## config.mk

```make
export PLATFORM = sky130hd
export DESIGN_NAME = core_sequencer
export DESIGN_NICKNAME = d
export VERILOG_FILES = /design/src/rtl/core_seq_pkg.sv /design/src/rtl/core_sequencer_seq_timer.sv /design/src/rtl/core_sequencer.sv
export SDC_FILE = /design/constraint.sdc
export NUM_CORES = 1
export LEC_CHECK = 0
export BUFFER_PORTS_ARGS = -buffer_cell sky130_fd_sc_hd__buf_4
export CAP_MARGIN = 20
export CORE_UTILIZATION = 33
export DETAILED_ROUTE_END_ITERATION = 6
export HOLD_SLACK_MARGIN = 0.02
export PLACE_DENSITY_LB_ADDON = 0.2
export SKIP_CTS_REPAIR_TIMING = 1
export SYNTH_ARGS = -nofsm -noshare
export SYNTH_HDL_FRONTEND = slang
export SYNTH_SLANG_ARGS = --single-unit
```

## constraint.sdc

```tcl
create_clock -name clk -period 4.35 [get_ports clk]
set_input_delay 0.6525 -clock clk [delete_from_list [all_inputs] [get_ports clk]]
set_output_delay 0.6525 -clock clk [all_outputs]
set_load 0.03 [all_outputs]
```

## src/rtl/core_seq_pkg.sv

```systemverilog
// core_seq_pkg: shared state encoding and constants for the MNIST core sequencer.
package core_seq_pkg;
    typedef enum logic [2:0] {IDLE, CORE_RST, STREAM, WAIT, RESULT} state_t;
    localparam logic MODE_SINGLE = 1'b0;
    localparam logic MODE_CONT = 1'b1;
    localparam logic [3:0] ERR_DIGIT = 4'hF;
endpackage

```

## src/rtl/core_sequencer_seq_timer.sv

```systemverilog
// seq_timer: loadable down-counter; done is high once the count has reached zero.
module seq_timer #(
    parameter int W = 4
) (
    input  logic         clk,
    input  logic         rst_n,
    input  logic         load,
    input  logic [W-1:0] load_val,
    input  logic         en,
    output logic         done
);
    logic [W-1:0] cnt_q, cnt_d;
    always_comb begin
        cnt_d = load ? load_val : (en && cnt_q != '0) ? cnt_q - W'(1) : cnt_q;
    end
    always_ff @(posedge clk or negedge rst_n) begin
        if (!rst_n) cnt_q <= '0;
        else cnt_q <= cnt_d;
    end
    assign done = (cnt_q == '0);
endmodule

```

## src/rtl/core_sequencer.sv

```systemverilog
// core_sequencer: feeds NUM_PIXELS pixels per image to the MNIST core and returns its digit.
// Define CORE_SEQ_TIMEOUT_EN to add a WAIT watchdog that reports ERR_DIGIT with res_error.
module core_sequencer
    import core_seq_pkg::*;
#(
    parameter int DATA_WIDTH = 24,
    parameter int NUM_PIXELS = 784,
    parameter int RST_CYCLES = 2,
    parameter int TIMEOUT_CYCLES = 4096,
    parameter int FRAME_CNT_W = 16
) (
    input  logic                   clk,
    input  logic                   rst_n,
    input  logic                   start,
    input  logic                   mode,
    input  logic                   s_valid,
    output logic                   s_ready,
    input  logic [DATA_WIDTH-1:0]  s_pixel,
    output logic                   core_rst,
    output logic                   core_i_valid,
    output logic [DATA_WIDTH-1:0]  core_pixel,
    input  logic                   core_o_valid,
    input  logic [3:0]             core_digit,
    output logic                   res_valid,
    input  logic                   res_ready,
    output logic [3:0]             res_digit,
    output logic                   res_error,
    output logic                   busy,
    output logic [FRAME_CNT_W-1:0] frame_count
);
`ifdef CORE_SEQ_TIMEOUT_EN
    localparam bit TO_EN = 1'b1;
`else
    localparam bit TO_EN = 1'b0;
`endif
    localparam int PW = $clog2(NUM_PIXELS);
    localparam int TMAX = (TO_EN && TIMEOUT_CYCLES > RST_CYCLES) ? TIMEOUT_CYCLES : RST_CYCLES;
    localparam int TW = $clog2(TMAX) + 1;

    state_t state_q, state_d;
    logic [PW-1:0] pix_cnt_q, pix_cnt_d;
    logic [DATA_WIDTH-1:0] core_pixel_q, core_pixel_d;
    logic [FRAME_CNT_W-1:0] frame_count_q, frame_count_d;
    logic [3:0] res_digit_q, res_digit_d;
    logic mode_q, mode_d, rec_q, rec_d, res_error_q, res_error_d;
    logic core_rst_q, core_i_valid_q, res_valid_q;
    logic s_hs, t_load, t_en, t_done, timeout;
    logic [TW-1:0] t_val;

    assign s_hs = s_valid && s_ready;
    assign t_en = (state_q == CORE_RST) || (state_q == WAIT);
    assign t_load = (state_d != state_q) && (state_d == CORE_RST || (TO_EN && state_d == WAIT));
    assign t_val = (state_d == WAIT) ? TW'(TIMEOUT_CYCLES - 1) : TW'(RST_CYCLES - 1);
    assign timeout = TO_EN && t_done;

    seq_timer #(.W(TW)) u_timer (
        .clk(clk), .rst_n(rst_n), .load(t_load), .load_val(t_val), .en(t_en), .done(t_done)
    );

    always_comb begin
        state_d = state_q;
        pix_cnt_d = pix_cnt_q;
        mode_d = mode_q;
        rec_d = rec_q;
        res_digit_d = res_digit_q;
        res_error_d = res_error_q;
        frame_count_d = frame_count_q;
        core_pixel_d = s_hs ? s_pixel : core_pixel_q;
        case (state_q)
            IDLE: if (start) begin
                mode_d = mode;
                state_d = CORE_RST;
            end
            // rec_q marks the post-timeout reset pass, which may return to IDLE
            CORE_RST: if (t_done) begin
                state_d = (rec_q && mode_q == MODE_SINGLE) ? IDLE : STREAM;
                pix_cnt_d = '0;
                rec_d = 1'b0;
            end
            STREAM: if (s_hs) begin
                pix_cnt_d = pix_cnt_q + PW'(1);
                state_d = (pix_cnt_q == PW'(NUM_PIXELS - 1)) ? WAIT : STREAM;
            end
            WAIT: if (core_o_valid || timeout) begin
                res_digit_d = core_o_valid ? core_digit : ERR_DIGIT;
                res_error_d = !core_o_valid;
                state_d = RESULT;
            end
            RESULT: if (res_ready) begin
                mode_d = mode;
                frame_count_d = frame_count_q + FRAME_CNT_W'(1);
                res_error_d = 1'b0;
                rec_d = res_error_q;
                pix_cnt_d = '0;
                state_d = res_error_q ? CORE_RST : (mode == MODE_CONT) ? STREAM : IDLE;
            end
            default: state_d = IDLE;
        endcase
    end

    always_ff @(posedge clk or negedge rst_n) begin
        if (!rst_n) begin
            state_q <= IDLE;
            pix_cnt_q <= '0;
            mode_q <= MODE_SINGLE;
            rec_q <= 1'b0;
            res_digit_q <= '0;
            res_error_q <= 1'b0;
            frame_count_q <= '0;
            core_pixel_q <= '0;
            core_rst_q <= 1'b1;
            core_i_valid_q <= 1'b0;
            res_valid_q <= 1'b0;
        end else begin
            state_q <= state_d;
            pix_cnt_q <= pix_cnt_d;
            mode_q <= mode_d;
            rec_q <= rec_d;
            res_digit_q <= res_digit_d;
            res_error_q <= res_error_d;
            frame_count_q <= frame_count_d;
            core_pixel_q <= core_pixel_d;
            core_rst_q <= (state_d == CORE_RST);
            core_i_valid_q <= s_hs;
            res_valid_q <= (state_d == RESULT);
        end
    end

    assign s_ready = (state_q == STREAM);
    assign busy = (state_q != IDLE);
    assign core_rst = core_rst_q;
    assign core_i_valid = core_i_valid_q;
    assign core_pixel = core_pixel_q;
    assign res_valid = res_valid_q;
    assign res_digit = res_digit_q;
    assign res_error = TO_EN ? res_error_q : 1'b0;
    assign frame_count = frame_count_q;
endmodule

```

==> out/qor.csv <==
stage;metric;value;unit
synthesis;synth_top_area_share;0.560;
synthesis;synth_area_leaders;dfrtp_1, nand2_1, xnor2_1, xor2_1, mux2_2;
critical_path;crit_end;u_timer.cnt_q[0]$_DFFE_PN0P_;
timing;post-route-min-period;2.33;ns
synthesis;syn_area_per_cell;10.4;µm²
route;drc_errors;0;
timing;worst_pin_slew;0.821;ns
clock_network;cts.path.max_buffers;2;
pwr;ir_worst_vdd;284;µV
timing;finalSetupViolations;0;
die;dieArea;9040;µm²
critical_path;cp-end-kind;flip-flop;
placed_design;place.gp.congestion;0.753;
global_routing;grt-ovfl-total;0;
global_routing;antenna_found_initial;0;
critical_path;rrSetupSlack;2.02;ns
route;antenna_left;0;
finish;fill_cells;835;
clock_network;cts_buffers;9;
critical_path;crit_buf_inv;1;
clock_network;cts_num_sinks;65;
route;vias;2147;
finish;multi_input_area;1140;µm²
clock_network;cts.clk_slew.worst_paths;0.07;ns
synthesis;async_flop_share;1.00;
placed_design;place_inst;452;
synthesis;synth_edf_count;0;
finish;nets;396;
run_status;status;completed;
global_routing;grtUsageTotal;0.147;
die;num_rows;33;
clock_network;cts_tree;done;
synthesis;ys_types;45;
finish;regArea;1630;µm²
timing;fmax;430;MHz
critical_path;slowest_stage;dfrtp_1;
placed_design;dpl.hpwl;4080;µm
route;via_per_inst;4.59;
synthesis;syn_area;2860;µm²
clock_network;insertion_delay;0.33;ns
die;num_io_pins;85;
critical_path;startpoint;state_q[1]$_DFF_PN0_;
die;dieHeight;95.1;µm
critical_path;path_delay_family;simple AND/OR/NAND/NOR gates;
finish;diodes;0;
timing;hold_violations;0;
placed_design;port_buffers;83;
timing;finClkSkew;0.00701;ns
synthesis;yosys.area.top_type;dfrtp_1;
clock_network;root_buffer;clkbuf_8;
synthesis;postSynthCellCount;276;
finish;final_util;0.453;
synthesis;synth_fp_nets;314;
critical_path;arrival;2.60;ns
route;finalWirelength;5970;µm
route;first_pass_iters;4;
timing;fin_crit_sh;0.535;
worst_hold_path;worst_hold_path_type;input pin to asynchronous set/reset pin;
critical_path;rr_startpoint;state_q[1]$_DFF_PN0_;
critical_path;worstPathRequired;4.62;ns
clock_network;htreeDepth;3;
critical_path;critPathMaxStageDelay;0.55;ns
timing;tns;0;ns
critical_path;cp_max_fo;34;
finish;fin_cells;468;
critical_path;crit_chain;nor3b_4 -> nand2_4 -> clkinv_2 -> nand2_4 -> or2_4 -> a31oi_4 -> a21o_1;
global_routing;grt_first_pass_wirelength;10200;µm
timing;slew_headroom;0.453;
synthesis;yosys-top-cells-count;nand2_1, dfrtp_1, nor2_1;
synthesis;ys_warn_count;0;
die;start_util;0.344;
synthesis;synth_seq_area_share;0.570;
critical_path;worstSetupPathDepth;7;
critical_path;crit_top_cell;nand2_4;
finish;layout-area-overhead-vs-synth;31.6;%
synthesis;ys.flop_type;dfrtp_1;
synthesis;synth_seq_cells;65;
critical_path;r2r_end;u_timer.cnt_q[0]$_DFFE_PN0P_;
timing;drv_slew;0;
timing;rsz0062_at_grt;false;
global_routing;grt_pass1_vias;2213;
pwr;leakagePower;1.95;nW
route;wire_per_inst;12.7;µm
flow_run;maxCapViolations;0;
die;core_area;8300;µm²
critical_path;r2r.worst_path.cells;7;
critical_path;startpoint_type;flip-flop;
pwr;cellPowerDensity;634;nW/µm²
route;initialDrtViolationCount;69;
critical_path;criticalPathCategory;flip-flop to flip-flop;
die;die_w;95.1;µm
global_routing;grt_max_degree;66;
synthesis;post-synth-top-count-cell;nand2_1;
finish;layout-drive-gt1-share;0.322;
layout by cell type (no fill, tap or decap), types with 4 or more instances in the layout:
cell type	Yosys	layout
a21oi_1	4	4
and3_1	7	7
buf_4	1	83
clkbuf_8	0	9
dfrtp_1	64	64
mux2_2	7	7
nand2_1	87	87
nand2b_1	4	4
nand3_1	9	9
nand3b_1	4	4
nor2_1	12	12
o21ai_0	5	5
xnor2_1	11	11
xor2_1	11	11
layer usage:
layer | part of all wire | GRT usage
met5 | 0 | 0
met3 | 0.073 | 0.0470
met2 | 0.47 | 0.219
met1 | 0.45 | 0.191
met4 | 0.0079 | 0.0707
sequential cells by signal (all words and copies together), names as in the netlist:
signal	flops
core_i_valid	1
core_pixel	24
core_rst	1
frame_count	16
mode_q	1
pix_cnt_q	10
rec_q	1
res_digit	4
res_error_q	1
res_valid	1
state_q	3
u_timer.cnt_q	2
metrics by stage:
stage	hold WS [ns]	instance area [µm²]	setup slack [ns]	power, mW
global route	0.494	3760	1.74	2.55
global placement	0.459	3540	2.06	1.83
floorplan	0.357	2860	2.55	1.51
finish	0.420	3760	2.02	2.38
CTS	0.446	3760	1.97	2.42
detailed placement	0.466	3540	1.99	1.85
area by class of cell:
class                   instances  share of cell area
flip-flops and latches         65               0.433
inverters                       4             0.00433
repair buffers                 83               0.166
multi-input cells             195               0.304
clock buffers                   9              0.0329
clock inverters                 7              0.0253
well taps                     105              0.0349
power breakdown:
part	internal, mW	switching (mW)	total, mW
registers	0.776	0.126	0.901
logic	0.360	0.562	0.922
clock network	0.322	0.238	0.560
total	1.46	0.926	2.38
worst min-delay path by stage:
stage                                start  cells past startpoint                          end
4_1_cts                              rst_n                      1   core_pixel[17]$_DFFE_PN0P_
5_1_grt                              rst_n                      1    core_pixel[6]$_DFFE_PN0P_
6_report                             rst_n                      1   core_pixel[17]$_DFFE_PN0P_
3_5_place_dp    core_pixel[21]$_DFFE_PN0P_                      2   core_pixel[21]$_DFFE_PN0P_
2_1_floorplan                        rst_n                      0       core_i_valid$_DFF_PN0_
3_3_place_gp   frame_count[15]$_DFFE_PN0P_                      1  frame_count[15]$_DFFE_PN0P_
cell families after synthesis:
group           after synthesis  share of synthesized area
flops                        65                      0.570
other cells                   1                    0.00131
buf+inv                      16                     0.0306
mux                           8                     0.0311
fa+ha+maj                     3                     0.0131
xor+xnor                     22                     0.0674
simple gates                142                      0.239
compound gates               19                     0.0482
Note: power is estimated with default switching activity, not from simulation.
